===== src/rtl/z80_io_pkg.sv =====
// Shared definitions for the Z80 I/O port controller: register offsets,
// interrupt FSM encoding and the IM2 vector format.
package z80_io_pkg;

    localparam logic [2:0] REG_IEN      = 3'd0;
    localparam logic [2:0] REG_PEND     = 3'd1;
    localparam logic [2:0] REG_VBASE    = 3'd2;
    localparam logic [2:0] REG_GPIO_OUT = 3'd3;
    localparam logic [2:0] REG_GPIO_IN  = 3'd4;

    localparam logic [2:0] SPURIOUS_IDX = 3'b111;

    typedef enum logic [1:0] {
        IDLE = 2'd0,
        REQ  = 2'd1,
        ACK  = 2'd2
    } irq_state_e;

    function automatic logic [7:0] im2_vector(input logic [3:0] vbase,
                                              input logic [2:0] idx);
        return {vbase, idx, 1'b0};
    endfunction

endpackage


===== src/rtl/z80_irq_prio_encoder.sv =====
// Lowest-index-first priority encoder over the enabled pending sources.
module z80_irq_prio_encoder #(
    parameter int NUM_IRQ = 8
) (
    input  logic [NUM_IRQ-1:0] req_i,
    output logic               valid_o,
    output logic [2:0]         idx_o
);

    // Scan high to low so the lowest set index is the last one written.
    always_comb begin
        valid_o = 1'b0;
        idx_o   = 3'd0;
        for (int i = NUM_IRQ - 1; i >= 0; i--) begin
            if (req_i[i]) begin
                valid_o = 1'b1;
                idx_o   = 3'(i);
            end
        end
    end

endmodule


===== src/rtl/z80_io_port_controller.sv =====
// Z80 I/O peripheral: IEN/PEND/VBASE/GPIO register bank, registered read
// path and IM2 interrupt request/acknowledge sequencing.
module z80_io_port_controller
    import z80_io_pkg::*;
#(
    parameter int         NUM_IRQ   = 8,
    parameter logic [7:0] BASE_ADDR = 8'h80,
    parameter logic [7:0] IDLE_DATA = 8'hFF
) (
    input  logic               clk,
    input  logic               reset,
    input  logic               ioreq,
    input  logic               m1,
    input  logic               rd,
    input  logic               wr,
    input  logic [7:0]         addr,
    input  logic [7:0]         data_to_io,
    output logic [7:0]         data_from_io,
    input  logic [NUM_IRQ-1:0] irq_src,
    output logic               int_n,
    input  logic [7:0]         gpio_in,
    output logic [7:0]         gpio_out
);

    logic               iow, ior, ack;
    logic               iow_q, ack_q;
    logic               wr_commit, ack_rise;
    logic [7:0]         offset;
    logic               mapped;
    logic [2:0]         reg_sel;

    logic [NUM_IRQ-1:0] ien_q, ien_d;
    logic [NUM_IRQ-1:0] pend_q, pend_d;
    logic [NUM_IRQ-1:0] irq_prev_q;
    logic [NUM_IRQ-1:0] irq_rise, wr_clr, ack_clr;
    logic [3:0]         vbase_q, vbase_d;
    logic [7:0]         gpio_q, gpio_d;
    logic [7:0]         dout_q, dout_d;
    logic [7:0]         rd_data;
    logic               int_n_q, int_n_d;
    irq_state_e         state_q, state_d;

    logic               prio_valid;
    logic [2:0]         prio_idx;

    assign iow = !ioreq &&  m1 && !wr &&  rd;
    assign ior = !ioreq &&  m1 && !rd &&  wr;
    assign ack = !ioreq && !m1;

    assign offset  = addr - BASE_ADDR;
    assign reg_sel = offset[2:0];
    assign mapped  = (offset[7:3] == 5'd0) && (reg_sel <= REG_GPIO_IN);

    // A write is taken once, on the first clock of the I/O cycle.
    assign wr_commit = iow && !iow_q && mapped;
    assign ack_rise  = ack && !ack_q;
    assign irq_rise  = irq_src & ~irq_prev_q;

    z80_irq_prio_encoder #(.NUM_IRQ(NUM_IRQ)) u_prio (
        .req_i   (pend_q & ien_q),
        .valid_o (prio_valid),
        .idx_o   (prio_idx)
    );

    always_comb begin
        rd_data = 8'h00;
        case (reg_sel)
            REG_IEN:      rd_data = 8'(ien_q);
            REG_PEND:     rd_data = 8'(pend_q);
            REG_VBASE:    rd_data = {vbase_q, 4'b0000};
            REG_GPIO_OUT: rd_data = gpio_q;
            REG_GPIO_IN:  rd_data = gpio_in;
            default:      rd_data = 8'h00;
        endcase
    end

    always_comb begin
        ien_d   = ien_q;
        vbase_d = vbase_q;
        gpio_d  = gpio_q;
        wr_clr  = '0;
        if (wr_commit) begin
            case (reg_sel)
                REG_IEN:      ien_d   = data_to_io[NUM_IRQ-1:0];
                REG_PEND:     wr_clr  = data_to_io[NUM_IRQ-1:0];
                REG_VBASE:    vbase_d = data_to_io[7:4];
                REG_GPIO_OUT: gpio_d  = data_to_io;
                default:      ;
            endcase
        end
    end

    always_comb begin
        state_d = state_q;
        int_n_d = int_n_q;
        ack_clr = '0;
        dout_d  = (ior && mapped) ? rd_data : IDLE_DATA;
        case (state_q)
            IDLE: begin
                if (ack_rise) begin
                    dout_d  = im2_vector(vbase_q, SPURIOUS_IDX);
                    int_n_d = 1'b1;
                    state_d = ACK;
                end else if (prio_valid) begin
                    int_n_d = 1'b0;
                    state_d = REQ;
                end
            end
            REQ: begin
                // A request that vanished exactly as the ack arrived still
                // gets an answer: the spurious vector.
                if (ack_rise) begin
                    if (prio_valid) begin
                        dout_d  = im2_vector(vbase_q, prio_idx);
                        ack_clr = NUM_IRQ'(1) << prio_idx;
                    end else begin
                        dout_d  = im2_vector(vbase_q, SPURIOUS_IDX);
                    end
                    int_n_d = 1'b1;
                    state_d = ACK;
                end else if (!prio_valid) begin
                    int_n_d = 1'b1;
                    state_d = IDLE;
                end
            end
            ACK: begin
                int_n_d = 1'b1;
                if (ack) begin
                    dout_d = dout_q;
                end else begin
                    dout_d  = IDLE_DATA;
                    state_d = IDLE;
                end
            end
            default: begin
                int_n_d = 1'b1;
                state_d = IDLE;
            end
        endcase
    end

    // New edges win over any clear landing in the same clock.
    assign pend_d = (pend_q & ~(wr_clr | ack_clr)) | irq_rise;

    always_ff @(posedge clk) begin
        if (reset) begin
            iow_q      <= 1'b0;
            ack_q      <= 1'b0;
            ien_q      <= '0;
            pend_q     <= '0;
            irq_prev_q <= '0;
            vbase_q    <= 4'h0;
            gpio_q     <= 8'h00;
            dout_q     <= IDLE_DATA;
            int_n_q    <= 1'b1;
            state_q    <= IDLE;
        end else begin
            iow_q      <= iow;
            ack_q      <= ack;
            ien_q      <= ien_d;
            pend_q     <= pend_d;
            irq_prev_q <= irq_src;
            vbase_q    <= vbase_d;
            gpio_q     <= gpio_d;
            dout_q     <= dout_d;
            int_n_q    <= int_n_d;
            state_q    <= state_d;
        end
    end

    assign data_from_io = dout_q;
    assign int_n        = int_n_q;
    assign gpio_out     = gpio_q;

endmodule


===== config.mk =====
export PLATFORM = sky130hd
export DESIGN_NAME = z80_io_port_controller
export DESIGN_NICKNAME = d
export VERILOG_FILES = /design/src/rtl/z80_io_pkg.sv /design/src/rtl/z80_irq_prio_encoder.sv /design/src/rtl/z80_io_port_controller.sv
export SDC_FILE = /design/constraint.sdc
export NUM_CORES = 1
export LEC_CHECK = 0
export CORE_MARGIN = 5
export CORE_UTILIZATION = 54
export DETAILED_ROUTE_END_ITERATION = 7
export GPL_TIMING_DRIVEN = 0
export MAX_ROUTING_LAYER = met4
export PLACE_DENSITY = 0.85
export SLEW_MARGIN = 30
export SYNTH_ARGS = -nofsm -noshare
export SYNTH_HDL_FRONTEND = slang
export SYNTH_SLANG_ARGS = --single-unit

===== constraint.sdc =====
create_clock -name clk -period 6 [get_ports clk]
set_input_delay 1.2 -clock clk [delete_from_list [all_inputs] [get_ports clk]]
set_output_delay 1.2 -clock clk [all_outputs]
set_load 0.05 [all_outputs]

==> results of run 1 <==
==> per-stage QoR <==
step	std cells	util, %	total power, W	worst slack, ns
finish	379	71.1	0.000622	2.86
global route	379	71.1	0.000644	2.75
CTS	379	71.1	0.000622	2.86
detailed placement	371	69.1	0.000434	2.53
global placement	371	69.1	0.000432	2.56
floorplan	267	-	0.000393	3.06
==> synth_stat cells (all sizes together) (2+ instances only) <==
library cell	n	area share [%]
clkbuf	5	0.78
mux2i	17	7.1
or4b	3	1.6
dfxtp	49	41
mux2	3	1.4
a221oi	3	1.1
nand3b	2	0.62
buf	7	2.4
o21ai	20	4.2
nor2b	6	1.6
and3	3	0.78
inv	13	2.0
o22a	5	1.8
a21o	2	0.62
o32a	4	1.7
nand2	20	3.1
a22oi	5	1.6
a22o	5	1.8
nor4	4	1.9
a32o	4	1.7
a21oi	19	4.0
a311oi	3	1.1
nor2	32	6.4
nand2b	14	4.0
nand3	4	0.83
==> cell families (layout without fill, tap and decap cells) <==
family | count (synthesis) | in the layout | synth area share, %
AO/OA/AOI/OAI | 76 | 76 | 21.6
adder cells (fa/ha/maj) | 1 | 1 | 0.417
buffers and inverters | 26 | 86 | 5.57
flip-flops | 49 | 49 | 40.8
multiplexers | 20 | 20 | 8.49
AND/OR/NAND/NOR | 95 | 95 | 23.1
==> flip-flops by register name (all words and copies together) (netlist names) <==
register and flops:
irq_prev_q 8, data_from_io 8, ien_q 8, pend_q 8
state_q 2, ack_q 1, gpio_out 8, int_n 1
vbase_q 4, iow_q 1
==> cell type report <==
class / instances / area, um2 / area share, %
Tap cell: 52 / 65.1 / 2.12
Inverter: 13 / 48.8 / 1.59
Clock inverter: 3 / 17.5 / 0.570
Sequential cell: 49 / 981 / 31.9
Clock buffer: 5 / 68.8 / 2.24
Multi-Input combinational cell: 192 / 1290 / 41.9
Timing Repair Buffer: 52 / 520 / 16.9
Buffer: 13 / 85.1 / 2.77
==> worst paths after layout <==
kind / to / slack [ns] / startpoint
worst max register to register: pend_q[7] / 4.10 / iow_q
worst max-delay path: data_from_io[1] / 2.86 / addr[3]
worst min-delay path: pend_q[2] / 0.42 / irq_prev_q[2]
worst min register to register: pend_q[2] / 0.42 / irq_prev_q[2]
==> metal layers <==
| layer | GRT usage [%] | vias to the layer above |
|---|---|---|
| met5 | - | - |
| li1 | - | 1090 |
| met2 | 34.9 | 89 |
| met3 | 5.15 | 15 |
| met1 | 27.6 | 1045 |
| met4 | 7.52 | 0 |
==> power by group <==
part,internal (W),leakage [nW],switching (W)
clock network,0.0000806,0.0439,0.000113
registers,0.000335,0.401,0.00000819
logic,0.0000428,0.773,0.0000416
total,0.000459,1.22,0.000163
==> results.sh, run 1 <==
export IMPL_wl_um=6210
export IMPL_max_stage_delay_ns=0.58
export IMPL_dr_max_layer_used="met4"
export IMPL_outcome="finished, final reports clean"
export IMPL_ant_nets=0
export IMPL_hpwlAfterDp_um=4690
export IMPL_tightest_slew_ns=0.686
export IMPL_reg2regPathDepth=4
export IMPL_route_met3_wl_um=500
export IMPL_rsz0062_at_grt="no"
export IMPL_crit_path_frequent_cell="a311oi_1"
export IMPL_syn_avg_cell_area_um2=9.00
export IMPL_synth_edff_count=0
export IMPL_finClkSkew_ns=0.00662
export IMPL_max_freq_mhz=318
export IMPL_timing_final_crit_share_pct=52.4
export IMPL_nFillCells=356
export IMPL_nets=364
export IMPL_grt_antenna_before_repair=0
export IMPL_start_kind="input pin"
export IMPL_ctsLongestPathBuffers=2
export IMPL_route_detailed_drc=0
export IMPL_tritoncts="built"
export IMPL_path_delay_family="simple AND/OR/NAND/NOR gates"
export IMPL_setup_viol=0
export IMPL_initial_core_util_pct=55.6
export IMPL_hold_violations=0
export IMPL_drive_above_1_share_pct=8.26
export IMPL_ios=55
export IMPL_grt_remaining_overflow=0
export IMPL_crit_cells=6
export IMPL_required_ns=6.18
export IMPL_cts_setup_buffers=0
export IMPL_clock_sinks=49
export IMPL_die_w_um=76.7
export IMPL_synthCells=267
export IMPL_path_cells="clkdlybuf4s50_1 > or4b_4 > nor4_2 > nand3b_1 > a311oi_1 > a311oi_1"
export IMPL_drt_iter0_markers=152
export IMPL_core_region_area_mm2=0.00432
export IMPL_p_leak_nw=1.22
export IMPL_antenna_cells=0
export IMPL_maxSlewHeadroom_pct=54.1
export IMPL_io_buffers=52
export IMPL_worstHoldPathCells=1
export IMPL_wirelength_met1_um=2690
export IMPL_netlist_area_mm2=0.00240
export IMPL_slew_violations=0
export IMPL_drv_cap=0
export IMPL_ctsResizeCount=0
export IMPL_ctsHoldBuffers=0
export IMPL_slowest_stage="or4b_4"
export IMPL_placed_area_mm2=0.00299
export IMPL_synth_warnings=0
export IMPL_route_vias_total=2239
export IMPL_cts_root_buf="clkbuf_8"
export IMPL_mostFrequentLayoutCells="clkdlybuf4s50_1, dfxtp_1, nor2_1"
export IMPL_grt_pass1_wl_um=10400
export IMPL_area_growth_pct=28.0
export IMPL_cts_buffers=5
export IMPL_synth_main_ff_cell="dfxtp_1"
export IMPL_cp_buffers_inverters=1
export IMPL_clock_latency_ns=0.31
export IMPL_dr_pass1_iters=5
export IMPL_grt_usage_pct=22.0
export IMPL_place_congestion=0.974
export IMPL_cp_arrival_ns=3.32
export IMPL_seq_area_frac_synth_pct=40.8
export IMPL_routedWlPerCell_um=16.4
export IMPL_fin_crit_ns=3.14
export IMPL_dr_wl_met2_um=2940
export IMPL_grt_pass1_vias=2198
export IMPL_grt_max_degree=16
export IMPL_yosysUniqueCellTypes=48
export IMPL_cp_max_fo=5
export IMPL_viasPerCell=5.91
export IMPL_worstSetupPathType="in2reg"
export IMPL_hold_ws_ns=0.418
export IMPL_dieArea_mm2=0.00588
export IMPL_rows=24
export IMPL_mostFrequentLayoutCell="clkdlybuf4s50_1"
export IMPL_hp_class="reg2reg"
export IMPL_fin_area_mm2=0.00307
export IMPL_ir_drop_uv=146
export IMPL_setup_tns_ns=0
export IMPL_ys_async_sr_fraction_pct=0
export IMPL_critPathCaptureType="register"
export IMPL_synth_fp_nets=305
export IMPL_synth_seq_cells=49
export IMPL_powerDensity_mw_per_mm2=202
export IMPL_clkTransAtPathRegs_ns=0.09
export IMPL_die_height_um=76.7
export IMPL_h_tree_depth=2
Power figures use the tool's default switching activity.
==> inputs of run 2 (changes only) <==
Settings changed: CORE_UTILIZATION 54 to 45, PLACE_DENSITY 0.85 to 0.76.
Clock period 6 ns to 2.7 ns, I/O delays scaled along.
==> run 2 against run 1 <==
Net effect:
- wire length down 0.95%
- non-clock buffer count unchanged
- clock skew down 0.0028 ns
- combinational power up 120%
- highest routed layer unchanged
- count of clock-buffer cells in the layout up 2
- critical endpoint unchanged
- sequential cell count unchanged
- largest cell class unchanged
==> results.sh, run 2 (synthesis results as in run 1) <==
export IMPL_maxSlewHeadroom_pct=56.9
export IMPL_place_congestion=0.919
export IMPL_dr_pass1_iters=4
export IMPL_rsz0062_at_grt="no"
export IMPL_clock_latency_ns=0.30
export IMPL_ctsResizeCount=0
export IMPL_finClkSkew_ns=0.00383
export IMPL_fin_crit_ns=2.52
export IMPL_nets=364
export IMPL_die_height_um=83.1
export IMPL_timing_final_crit_share_pct=93.3
export IMPL_r2r_slack_ns=0.83
export IMPL_route_detailed_drc=0
export IMPL_area_growth_pct=28.8
export IMPL_outcome="finished, final reports clean"
export IMPL_route_vias_total=2154
export IMPL_routedWlPerCell_um=15.5
export IMPL_final_cells=397
export IMPL_viasPerCell=5.43
export IMPL_clock_sinks=49
export IMPL_h_tree_depth=2
export IMPL_start_kind="input pin"
export IMPL_grt_pass1_wl_um=10200
export IMPL_cp_max_fo=5
export IMPL_ctsHoldBuffers=0
export IMPL_dieArea_mm2=0.00690
export IMPL_cts_root_buf="clkbuf_8"
export IMPL_hold_violations=0
export IMPL_dp_cells=389
export IMPL_setup_viol=0
export IMPL_grt_usage_pct=18.3
export IMPL_drv_cap=0
export IMPL_antenna_cells=0
export IMPL_p_leak_nw=1.21
export IMPL_power_w=0.00137
export IMPL_ant_nets=0
export IMPL_cp_arrival_ns=2.70
export IMPL_path_delay_family="simple AND/OR/NAND/NOR gates"
export IMPL_cts_setup_buffers=0
export IMPL_slowest_stage="or4b_4"
export IMPL_mostFrequentLayoutCells="clkdlybuf4s50_1, dfxtp_1, nor2_1"
export IMPL_crit_path_frequent_cell="a311oi_1"
export IMPL_drt_iter0_markers=155
export IMPL_required_ns=2.88
export IMPL_clkTransAtPathRegs_ns=0.09
export IMPL_slew_violations=0
export IMPL_ir_drop_uv=324
export IMPL_wl_um=6160
export IMPL_initial_core_util_pct=46.7
export IMPL_powerDensity_mw_per_mm2=444
export IMPL_hpwlAfterDp_um=4760
export IMPL_tightest_slew_ns=0.644
export IMPL_max_freq_mhz=397
export IMPL_grt_antenna_before_repair=0
export IMPL_core_region_area_mm2=0.00514
export IMPL_setup_tns_ns=0
export IMPL_ios=55
export IMPL_grt_remaining_overflow=0
export IMPL_hp_class="reg2reg"
export IMPL_tritoncts="built"
export IMPL_cts_buffers=5
export IMPL_ctsLongestPathBuffers=2
export IMPL_grt_max_degree=15
export IMPL_cp_buffers_inverters=1
export IMPL_path_cells="clkdlybuf4s50_1 > or4b_4 > nor4_2 > nand3b_1 > a311oi_1 > a311oi_1"
export IMPL_rows=26
export IMPL_grt_pass1_vias=2096
export IMPL_die_w_um=83.1
export IMPL_io_buffers=52
export IMPL_critPathCaptureType="register"
export IMPL_mostFrequentLayoutCell="clkdlybuf4s50_1"
export IMPL_max_stage_delay_ns=0.58
export IMPL_drive_above_1_share_pct=7.65
export IMPL_worstSetupPathType="in2reg"
-- run 2: final cells by class --
cell class                      instances  area (um2)
Tap cell                               70        87.6
Sequential cell                        49         981
Buffer                                 13        85.1
Fill cell                             495        2050
Multi-Input combinational cell        192        1290
Inverter                               13        48.8
Clock inverter                          1        7.51
Timing Repair Buffer                   52         520
Clock buffer                            7        76.3
-- run 2: path summary, 6_finish.rpt --
path | from | endpoint | cells past startpoint
worst max-delay path | addr[3] | data_from_io[1] | 6
worst min-delay path | irq_prev_q[2] | pend_q[2] | 1
worst max register to register | pend_q[3] | data_from_io[1] | 5
worst min register to register | irq_prev_q[2] | pend_q[2] | 1
-- run 2: power by group --
group	total (W)	switching, W	leakage [nW]	internal (W)
combinational	0.000186	0.0000906	0.773	0.0000951
clock	0.000425	0.000241	0.0385	0.000184
sequential	0.000763	0.0000178	0.401	0.000745
-- run 2: stage by stage --
| step | area, um2 | hold WS (ns) | util [%] | setup slack, ns |
|---|---|---|---|---|
| finish | 3090 | 0.418 | 60.2 | 0.182 |
| global route | 3090 | 0.460 | 60.2 | 0.102 |
| CTS | 3090 | 0.424 | 60.2 | 0.195 |
| detailed placement | 3010 | 0.411 | 58.6 | -0.130 |
| global placement | 3010 | 0.402 | 58.6 | -0.0641 |
| floorplan | 2400 | 0.399 | - | 0.419 |
-- run 2: routing by layer --
| metal | share of wire, % | track usage [%] |
|---|---|---|
| met3 | 5.4 | 4.46 |
| met4 | 1.2 | 4.16 |
| met5 | 0 | - |
| met2 | 47 | 29.4 |
| met1 | 46 | 23.4 |
